File: src/rtl/hamming_tx_serializer_pkg.sv
// Shared Hamming (7,4) constants and serializer FSM encoding.
// The transmit serializer and the downstream decoder both use these positions.
// Optional build macro: HAMMING_TX_ERR_INJ_EN (error injection ports on the top).
package hamming_tx_serializer_pkg;

   localparam int DATA_W = 4;
   localparam int CW_W   = 7;

   // Data-bit positions inside the codeword
   localparam int D0_POS = 2;
   localparam int D1_POS = 4;
   localparam int D2_POS = 5;
   localparam int D3_POS = 6;

   // Parity-bit positions inside the codeword
   localparam int P1_POS = 0;
   localparam int P2_POS = 1;
   localparam int P3_POS = 3;

   // Serializer FSM encoding
   typedef enum logic [1:0] {
      ST_IDLE  = 2'd0,
      ST_SHIFT = 2'd1,
      ST_GAP   = 2'd2
   } state_t;

endpackage

File: src/rtl/hamming74_encoder.sv
// Purely combinational Hamming (7,4) encoder.
// i_parity_sel = 0 gives even parity; 1 inverts all three parity bits (odd).
module hamming74_encoder
   import hamming_tx_serializer_pkg::*;
(
   input  logic [DATA_W-1:0] i_data,
   input  logic              i_parity_sel,
   output logic [CW_W-1:0]   o_cw
);

   // Place data bits and compute the three parity bits
   always_comb begin
      o_cw         = '0;
      o_cw[D0_POS] = i_data[0];
      o_cw[D1_POS] = i_data[1];
      o_cw[D2_POS] = i_data[2];
      o_cw[D3_POS] = i_data[3];
      o_cw[P1_POS] = i_data[0] ^ i_data[1] ^ i_data[3] ^ i_parity_sel;
      o_cw[P2_POS] = i_data[0] ^ i_data[2] ^ i_data[3] ^ i_parity_sel;
      o_cw[P3_POS] = i_data[1] ^ i_data[2] ^ i_data[3] ^ i_parity_sel;
   end

endmodule

File: src/rtl/hamming_tx_serializer.sv
// Hamming (7,4) transmit serializer: accepts a nibble, encodes it and shifts
// the 7-bit codeword out one bit per clock with start/valid qualifiers.
// Optional build macro: HAMMING_TX_ERR_INJ_EN adds i_err_inj_en/i_err_inj_pos,
// which invert one codeword bit at accept time.
//
// Handshake: a nibble is taken on a rising clock edge where i_in_valid and
// o_in_ready are both high. o_in_ready depends only on state, counters and
// reset (never on i_in_valid); the source must hold data while it waits.
module hamming_tx_serializer
   import hamming_tx_serializer_pkg::*;
#(
   parameter bit          LSB_FIRST  = 1'b1,
   parameter bit          IDLE_LEVEL = 1'b0,
   parameter int unsigned GAP_CYCLES = 0
) (
   input  logic              i_clk,
   input  logic              i_rst,
   input  logic              i_parity_sel,
   input  logic              i_in_valid,
   output logic              o_in_ready,
   input  logic [DATA_W-1:0] i_in_data,
`ifdef HAMMING_TX_ERR_INJ_EN
   input  logic              i_err_inj_en,
   input  logic [2:0]        i_err_inj_pos,
`endif
   output logic              o_ser_out,
   output logic              o_ser_valid,
   output logic              o_ser_start,
   output logic [CW_W-1:0]   o_cw_out,
   output logic              o_busy,
   output state_t            o_dbg_state
);

   localparam logic [2:0] LAST_BIT = 3'(CW_W - 1);
   localparam bit         NO_GAP   = (GAP_CYCLES == 0);
   localparam logic [3:0] GAP_LAST = NO_GAP ? 4'd0 : 4'(GAP_CYCLES - 1);

   state_t            r_state, w_state_nx;
   logic [2:0]        r_bit_cnt, w_bit_cnt_nx;
   logic [3:0]        r_gap_cnt, w_gap_cnt_nx;
   logic [CW_W-1:0]   r_shift, w_shift_nx;
   logic [CW_W-1:0]   r_cw, w_cw_nx;
   logic              r_ser_out, w_ser_out_nx;
   logic              r_ser_valid, w_ser_valid_nx;
   logic              r_ser_start, w_ser_start_nx;

   logic [CW_W-1:0]   w_cw_clean;
   logic [CW_W-1:0]   w_cw;
   logic              w_in_ready;
   logic              w_accept;
   logic [2:0]        w_next_cnt;
   logic [2:0]        w_next_idx;
   logic              w_first_bit;

   hamming74_encoder u_encoder (
      .i_data       (i_in_data),
      .i_parity_sel (i_parity_sel),
      .o_cw         (w_cw_clean)
   );

`ifdef HAMMING_TX_ERR_INJ_EN
   // Optional single-bit corruption; position 7 means leave the word clean
   always_comb begin
      w_cw = w_cw_clean;
      if (i_err_inj_en && (i_err_inj_pos != 3'd7)) begin
         w_cw = w_cw_clean ^ (7'd1 << i_err_inj_pos);
      end
   end
`else
   assign w_cw = w_cw_clean;
`endif

   // Bit order: next bit index within the held codeword, and the first bit
   assign w_next_cnt  = r_bit_cnt + 3'd1;
   assign w_next_idx  = LSB_FIRST ? w_next_cnt : (LAST_BIT - w_next_cnt);
   assign w_first_bit = LSB_FIRST ? w_cw[0] : w_cw[CW_W-1];

   // Ready from state and counters only; held low during reset
   always_comb begin
      w_in_ready = 1'b0;
      case (r_state)
         ST_IDLE:  w_in_ready = 1'b1;
         ST_SHIFT: w_in_ready = NO_GAP && (r_bit_cnt == LAST_BIT);
         ST_GAP:   w_in_ready = (r_gap_cnt == GAP_LAST);
         default:  w_in_ready = 1'b0;
      endcase
      if (i_rst) begin
         w_in_ready = 1'b0;
      end
   end

   assign w_accept = i_in_valid && w_in_ready;

   // Next-state and next registered outputs
   always_comb begin
      w_state_nx     = r_state;
      w_bit_cnt_nx   = r_bit_cnt;
      w_gap_cnt_nx   = r_gap_cnt;
      w_shift_nx     = r_shift;
      w_cw_nx        = r_cw;
      w_ser_out_nx   = IDLE_LEVEL;
      w_ser_valid_nx = 1'b0;
      w_ser_start_nx = 1'b0;
      if (w_accept) begin
         // A load looks the same from IDLE, the last SHIFT bit or the last GAP cycle
         w_state_nx     = ST_SHIFT;
         w_bit_cnt_nx   = 3'd0;
         w_gap_cnt_nx   = 4'd0;
         w_shift_nx     = w_cw;
         w_cw_nx        = w_cw;
         w_ser_out_nx   = w_first_bit;
         w_ser_valid_nx = 1'b1;
         w_ser_start_nx = 1'b1;
      end else begin
         case (r_state)
            ST_SHIFT: begin
               if (r_bit_cnt != LAST_BIT) begin
                  w_bit_cnt_nx   = w_next_cnt;
                  w_ser_out_nx   = r_shift[w_next_idx];
                  w_ser_valid_nx = 1'b1;
               end else if (NO_GAP) begin
                  w_state_nx = ST_IDLE;
               end else begin
                  w_state_nx   = ST_GAP;
                  w_gap_cnt_nx = 4'd0;
               end
            end
            ST_GAP: begin
               if (r_gap_cnt == GAP_LAST) begin
                  w_state_nx = ST_IDLE;
               end else begin
                  w_gap_cnt_nx = r_gap_cnt + 4'd1;
               end
            end
            default: begin
            end
         endcase
      end
   end

   // State and datapath registers; reset clears everything asynchronously
   always_ff @(posedge i_clk or posedge i_rst) begin
      if (i_rst) begin
         r_state     <= ST_IDLE;
         r_bit_cnt   <= 3'd0;
         r_gap_cnt   <= 4'd0;
         r_shift     <= '0;
         r_cw        <= '0;
         r_ser_out   <= IDLE_LEVEL;
         r_ser_valid <= 1'b0;
         r_ser_start <= 1'b0;
      end else begin
         r_state     <= w_state_nx;
         r_bit_cnt   <= w_bit_cnt_nx;
         r_gap_cnt   <= w_gap_cnt_nx;
         r_shift     <= w_shift_nx;
         r_cw        <= w_cw_nx;
         r_ser_out   <= w_ser_out_nx;
         r_ser_valid <= w_ser_valid_nx;
         r_ser_start <= w_ser_start_nx;
      end
   end

   assign o_in_ready  = w_in_ready;
   assign o_ser_out   = r_ser_out;
   assign o_ser_valid = r_ser_valid;
   assign o_ser_start = r_ser_start;
   assign o_cw_out    = r_cw;
   assign o_busy      = (r_state != ST_IDLE);
   assign o_dbg_state = r_state;

endmodule

File: config.mk
export PLATFORM = sky130hd
export DESIGN_NAME = hamming_tx_serializer
export DESIGN_NICKNAME = d
export VERILOG_FILES = /design/src/rtl/hamming_tx_serializer_pkg.sv /design/src/rtl/hamming74_encoder.sv /design/src/rtl/hamming_tx_serializer.sv
export SDC_FILE = /design/constraint.sdc
export NUM_CORES = 1
export LEC_CHECK = 0
export BUFFER_PORTS_ARGS = -buffer_cell sky130_fd_sc_hd__buf_4
export CAP_MARGIN = 25
export CORE_UTILIZATION = 52
export DETAILED_ROUTE_END_ITERATION = 16
export PLACE_DENSITY = 0.86
export SYNTH_ARGS = -nofsm -noshare
export SYNTH_HDL_FRONTEND = slang
export SYNTH_SLANG_ARGS = --single-unit
File: constraint.sdc
create_clock -name i_clk -period 3.8 [get_ports i_clk]
set_input_delay 0.76 -clock i_clk [delete_from_list [all_inputs] [get_ports i_clk]]
set_output_delay 0.76 -clock i_clk [all_outputs]
set_load 0.05 [all_outputs]
---- Yosys cells after proc, flatten, opt, wreduce, memory -nomap -nowiden ----
Index checks and enable logic that the tools add are counted.
word-level totals
  register bits ........................... 19
  input bits .............................. 8
  output and inout port bits .............. 14
  word-level logic and storage cells ...... 58
operators by class
  add/subtract/negate cells ............... 2
  order comparisons ....................... 1
  eq/ne operators ......................... 7
  multiplexer cells ....................... 21
  bitwise operators ....................... 9
  reductions and logical operators ........ 11
operators by type and width
  operator             number
  $mux 4               3
  $mux 1               9
  $mux 3               3
  $ne 3x3->1 const B   3
  $xor 1x1->1          9
  $reduce_bool 2->1    4
  $mux 2               3
  $add 4x1->4 const B  1
  $logic_not 4->1      1
  $lt 3x4->1 const B   1
  $pmux 2 s2           1
  $reduce_and 2->1     2
  $add 3x1->3 const B  1
  $bmux 1 s3           1
  $eq 3x3->1 const B   1
  $pmux 1 s3           1
  $reduce_and 3->1     1
  $reduce_bool 3->1    1
  $eq 2x1->1 const B   1
  $eq 2x2->1 const B   1
  $logic_not 2->1      1
  $ne 2x2->1 const B   1
  $logic_and 1x1->1    1

---- Logic depth before layout (Yosys ltp) ----
Gate-level depths: netlist (run 1).
  depth after elaboration ................. 6
  mapped depth ............................ 6
  depth with buffers taken out ............ 6

---- Cells and area by module ----
A second synthesis (run 1) with hierarchy kept.
second synthesis, totals
  cells, all modules ...................... 61
  area total of the unflattened synthesis .. 759.5 um2
modules (own cells, without submodules)
  module                 times used  cells an instance  area each (um2)  seq. area each (um2)
  hamming_tx_serializer  1           50                 660.6            350.3
  hamming74_encoder      1           11                 98.8             0.0

---- Worst setup path before layout (run 1) ----
OpenSTA, ideal clock, no wires.
  kind .................................... flip-flop to output port
  from .................................... register r_state[0], in the netlist o_dbg_state[0]
  to ...................................... output port o_in_ready
  arrival time ............................ 1.490 ns
  required time ........................... 3.040 ns
  slack ................................... 1.550 ns
  cell stages (with the launch flop) ...... 3
  buffers on the path ..................... 0
  cells stage by stage .................... dfrtp_1 > a21boi_1 > nor2_1
on the way
  word-level cells in the longest chain between the ends .. 3
  elaborated cells on any way between the ends .. 5
  classes of those cells .................. eq/ne (2); mux (2); reduce/logical (1)
ends and longest elaborated chain
  element                             RTL line                      text
  start, declared                     hamming_tx_serializer.sv:38   state_t r_state, w_state_nx;
  start signal, assigned              hamming_tx_serializer.sv:153  r_state <= w_state_nx;
  $eq 2x2->1 (tied with other cells)  hamming_tx_serializer.sv:81   case (r_state)
  $pmux 1 s3 *                        hamming_tx_serializer.sv:81
  $mux 1 *                            hamming_tx_serializer.sv:87   if (i_rst) begin
  end, declared                       hamming_tx_serializer.sv:20   output logic o_in_ready,
Mark *: on every way between the ends. The rest lies on a longest branch, timed or not.

---- Final worst setup path (run 1) ----
  from .................................... register r_bit_cnt[0]
  to ...................................... output port o_in_ready
on the way
  word-level cells in the longest chain between the ends .. 3
ends and longest elaborated chain
  element                 RTL line                      text
  start, declared         hamming_tx_serializer.sv:39   logic [2:0] r_bit_cnt, w_bit_cnt_nx;
  start signal, assigned  hamming_tx_serializer.sv:154  r_bit_cnt <= w_bit_cnt_nx;
  $eq 3x3->1              hamming_tx_serializer.sv:83   ST_SHIFT: w_in_ready = NO_GAP && (r_bit_cnt == LAST_BIT);
  $pmux 1 s3              hamming_tx_serializer.sv:81
  $mux 1                  hamming_tx_serializer.sv:87
No other way between the ends.

==> results of run 1 <==
[synthesized netlist by cell type]
cell	n
mux4_2	1
xnor2_1	3
nand2_1	4
nand3_4	1
conb_1	1
and2b_1	1
o21ai_0	7
o2bb2ai_2	1
mux2_4	4
nand3_1	2
mux2i_1	1
dfrtp_1	14
buf_4	2
o21ai_1	2
nand3b_1	1
xnor3_1	1
o21a_1	1
o211ai_1	1
a21boi_1	1
inv_4	1
a21bo_4	1
nor2b_1	1
nor2_1	1
ha_1	2
nand2b_1	1
inv_1	2
xor2_1	3
[per-layer routing]
layer | vias to the layer above | wire length (µm)
met5 | - | 0
met4 | 0 | 0
met3 | 0 | 61
met2 | 19 | 619
met1 | 245 | 574
li1 | 253 | -
[per-stage QoR]
stage	instance area, µm²	std cells
after global placement	902	94
after global routing	938	98
after floorplan	748	61
after CTS	938	98
final	938	98
after detailed placement	902	94
[logic make-up (layout without fill, tap and decap cells)]
group	Yosys count	count (layout)	synth area share
buffers and inverters	5	27	0.0385
multiplexers	6	6	0.124
other	1	1	0.00501
adder cells (fa/ha/maj)	2	2	0.0334
AND/OR/NAND/NOR	12	12	0.0987
XOR/XNOR	7	7	0.100
flip-flops	14	14	0.468
AO/OA/AOI/OAI	14	14	0.132
[flip-flops by register name (all words and copies together), names as in the netlist]
register and count:
o_ser_start 1, o_dbg_state 1, o_ser_valid 1, r_bit_cnt 3, o_ser_out 1, o_cw_out 7
[critical path, cell delays in order, from the launching register on]
cell	delay [ns]
dfrtp_1	0.42
inv_1	0.11
ha_1	0.24
a21boi_1	0.43
nor2_1	0.08
buf_4	0.21
[worst max-delay path by stage]
stage / start / endpoint / slack, ns
after CTS: r_bit_cnt[0] / o_in_ready / 1.32
after global placement: r_bit_cnt[0] / o_in_ready / 1.59
after detailed placement: r_bit_cnt[0] / o_in_ready / 1.64
after global routing: r_bit_cnt[0] / o_in_ready / 1.19
final: r_bit_cnt[0] / o_in_ready / 1.29
after floorplan: o_dbg_state[0] / o_in_ready / 1.55
[layout make-up]
| class | instances | area [µm²] | share of cell area |
|---|---|---|---|
| clock buffer | 4 | 36.3 | 0.0387 |
| inverter | 3 | 13.8 | 0.0147 |
| multi-input combinational | 42 | 369 | 0.393 |
| sequential | 14 | 350 | 0.373 |
| tap | 15 | 18.8 | 0.0200 |
| timing repair buffer | 20 | 150 | 0.160 |
==> results.toml, run 1 <==
[run_status]
status = "finished, final reports clean"

[drt]
vias = 517
antenna_left = 0
wl_um = 1260
drtPass1Iterations = 4
drtIter0Drc = 5
via_per_inst = 5.28
drc = 0
detail_route.wl_per_cell_um = 12.8

[place]
io_buffers = 20
dpl.hpwl_um = 989
gp_congestion = 0.793
post-place-ws_ns = 1.64

[critical_path]
crit_arrival_ns = 1.75
r2r_end = "o_cw_out[2]"
rr_worst_depth = 6
crit_required_ns = 3.04
crit_type = "flip-flop to primary output"
r2r-start = "r_bit_cnt[0]"
start_kind = "flip-flop"
r2r_slack_ns = 2.17
cp_max_fo = 7
endpoint_kind = "primary output"

[clock_tree]
cts_root_buffer = "clkbuf_4"
cts_max_path_buffers = 2
clk_pin_slew_ns = 0.08
cts_buffers = 3
cts_setup_buffers = 0
cts_resized = 0
cts_tree = "built"
clock_latency_ns = 0.27
cts_sinks = 14
cts_hold_buffers = 0
cts.htree.levels = 1

[synth]
netlist.area_leader.share = 0.468
syn_inst = 61
yosysTopAreaCell = "dfrtp_1"
synth_area_leaders = "dfrtp_1 47%, mux2_4 8.0%, o21ai_0 4.7%"
synth.distinct_cells = 27
syn_area_um2 = 748
avgSynthCellArea_um2 = 12.3
synth_fp_nets = 71
seq_area_frac_synth = 0.468
yosys_warnings = 0
yosys_register_bits = 14

[sta]
setup_viol = 0
finalCriticalPeriod_ns = 2.51
final.setup.tns_ns = 0
worst_slack_ns = 1.29
period_share = 0.660
maxSlewHeadroom = 0.609
worst_pin_slew_ns = 0.586
drv_slew = 0
max_freq_mhz = 399
hold_viol = 0
timing.hold.ws_ns = 0.555
rsz0062_at_grt = "false"
finClkSkew_ns = 0.00157

[floorplanning]
start_util = 0.568
die_w_um = 39.9
coreArea_um2 = 1320
die_y_um = 39.9
die_area_um2 = 1590
ios = 22
placementRows = 13

[cells_and_area]
fillCellCount = 87
areaGrowthSynthToFinish_pct = 25.4
final_common_cell = "buf_4"
layout-drive-gt1-share = 0.398
nets = 94
final_core_util = 0.712
diodes = 0
mostFrequentLayoutCells = "20 x buf_4, 14 x dfrtp_1, 7 x o21ai_0"

[global_routing]
met3_usage = 0.0667
grt_use_met1 = 0.245
grt_pass1_wl_um = 1920
grt_pass1_vias = 459
track_usage = 0.188
antenna_found_initial = 0
busiest_layer = "met2"
use_met2 = 0.282
grt_max_degree = 16
overflow = 0

[worst_hold_path]
min_path_type = "input port to async pin"

[run]
maxCapViolCount = 0
Power of run 1 is not shown: default switching activity piles up to over one toggle a cycle in this logic, so the estimate is an artifact.
==> run 2: changes to the inputs <==
--- a/config.mk
+++ b/config.mk
@@ -7,9 +7,10 @@
 export LEC_CHECK = 0
 export BUFFER_PORTS_ARGS = -buffer_cell sky130_fd_sc_hd__buf_4
 export CAP_MARGIN = 25
-export CORE_UTILIZATION = 52
+export CORE_ASPECT_RATIO = 1.2
+export CORE_UTILIZATION = 44
 export DETAILED_ROUTE_END_ITERATION = 16
-export PLACE_DENSITY = 0.86
+export PLACE_DENSITY = 0.78
 export SYNTH_ARGS = -nofsm -noshare
 export SYNTH_HDL_FRONTEND = slang
 export SYNTH_SLANG_ARGS = --single-unit
==> constraint.sdc (replaced) <==
create_clock -name i_clk -period 2.2 [get_ports i_clk]
set_input_delay 0.44 -clock i_clk [delete_from_list [all_inputs] [get_ports i_clk]]
set_output_delay 0.44 -clock i_clk [all_outputs]
set_load 0.05 [all_outputs]
==> run 2 against run 1 <==
Effect of this change: global-route usage down 1.7 points; hold slack lost 0.30 ns; sequential share of layout area decreased by 0.15 points; routed wire length is 8.1% higher; via count up 3.5%; sequential cell count unchanged; count of clock-buffer cells in the layout decreased by 1; critical path depth unchanged; critical endpoint unchanged.
==> results.toml, run 2 (synthesis gave the netlist of run 1 again) <==
[cells_and_area]
largest_reg_flops = 7
nets = 96
mostFrequentLayoutCells = "22 x buf_4, 14 x dfrtp_1, 7 x o21ai_0"
final_common_cell = "buf_4"
layout-drive-gt1-share = 0.405
fillCellCount = 131
final_core_util = 0.620
diodes = 0
areaGrowthSynthToFinish_pct = 25.9

[sta]
rsz0062_at_grt = "false"
finClkSkew_ns = 0.00392
finalCriticalPeriod_ns = 1.87
period_share = 0.850
setup_viol = 0
drv_slew = 0
final.setup.tns_ns = 0
hold_viol = 0
max_freq_mhz = 534

[drt]
via_per_inst = 5.30
drc = 0
vias = 535
antenna_left = 0
detail_route.wl_per_cell_um = 13.4
drtPass1Iterations = 2
wl_um = 1360
drtIter0Drc = 2

[clock_tree]
cts_tree = "built"
cts_sinks = 14
cts_max_path_buffers = 2
clock_latency_ns = 0.27
cts_resized = 0
cts_setup_buffers = 0
cts_hold_buffers = 0
cts.htree.levels = 1
cts_buffers = 3
clk_pin_slew_ns = 0.08
cts_root_buffer = "clkbuf_4"

[run_status]
status = "finished, final reports clean"

[global_routing]
grt_max_degree = 15
overflow = 0
track_usage = 0.172
grt_pass1_vias = 491
antenna_found_initial = 0
grt_pass1_wl_um = 2080

[place]
dpl.hpwl_um = 1080
gp_congestion = 0.851
io_buffers = 20

[floorplanning]
die_w_um = 39.6
die_y_um = 47.2
start_util = 0.492
placementRows = 15
coreArea_um2 = 1520
die_area_um2 = 1870
ios = 22

[critical_path]
crit_arrival_ns = 1.43
crit_type = "flip-flop to primary output"
rr_worst_depth = 5
crit_required_ns = 1.76
start_kind = "flip-flop"
r2r_end = "o_ser_out"
r2r-start = "r_bit_cnt[0]"
cp_max_fo = 4
endpoint_kind = "primary output"
r2r_slack_ns = 0.58

[run]
maxCapViolCount = 0

[worst_hold_path]
min_path_type = "input port to async pin"
==> run 2: how the worst max path moves through the flow <==
stage / slack, ns / cells past startpoint / end / startpoint
2_1_floorplan: 0.27 / 2 / o_in_ready / o_dbg_state[0]
3_3_place_gp: 0.64 / 5 / o_ser_out / r_bit_cnt[0]
3_5_place_dp: 0.58 / 5 / o_ser_out / r_bit_cnt[0]
4_1_cts: 0.31 / 5 / o_in_ready / r_bit_cnt[0]
5_1_grt: 0.20 / 5 / o_in_ready / r_bit_cnt[0]
6_report: 0.33 / 5 / o_in_ready / r_bit_cnt[0]
==> run 2: metrics by stage <==
stage	hold WS [ns]	area, µm²	std cells	setup WS [ns]
global placement	0.528	920	98	0.635
detailed placement	0.529	920	98	0.581
global route	0.271	942	101	0.197
CTS	0.253	942	101	0.313
finish	0.252	942	101	0.329
floorplan	0.359	748	61	0.270
==> run 2: final cells by class <==
| class | count | area [µm²] | area share |
|---|---|---|---|
| clock buffer | 3 | 22.5 | 0.0239 |
| timing repair buffer | 22 | 165 | 0.175 |
| sequential | 14 | 350 | 0.372 |
| tap | 17 | 21.3 | 0.0226 |
| multi-input combinational | 42 | 369 | 0.392 |
| inverter | 3 | 13.8 | 0.0146 |
==> run 2: metal layers <==
layer | vias up | track usage | share of wire
met5 | - | 0 | 0
met3 | 4 | 0.0284 | 0.035
met2 | 18 | 0.292 | 0.54
met4 | 0 | 0.103 | 0.018
li1 | 254 | - | -
met1 | 259 | 0.198 | 0.40
==> run 2: worst max-delay path, cell delays in order, from the launching register on <==
cell,delay (ns)
dfrtp_1,0.41
inv_1,0.10
ha_1,0.23
a21boi_1,0.17
nor2_1,0.06
buf_4,0.19
Power of run 2 is left out for the same reason.
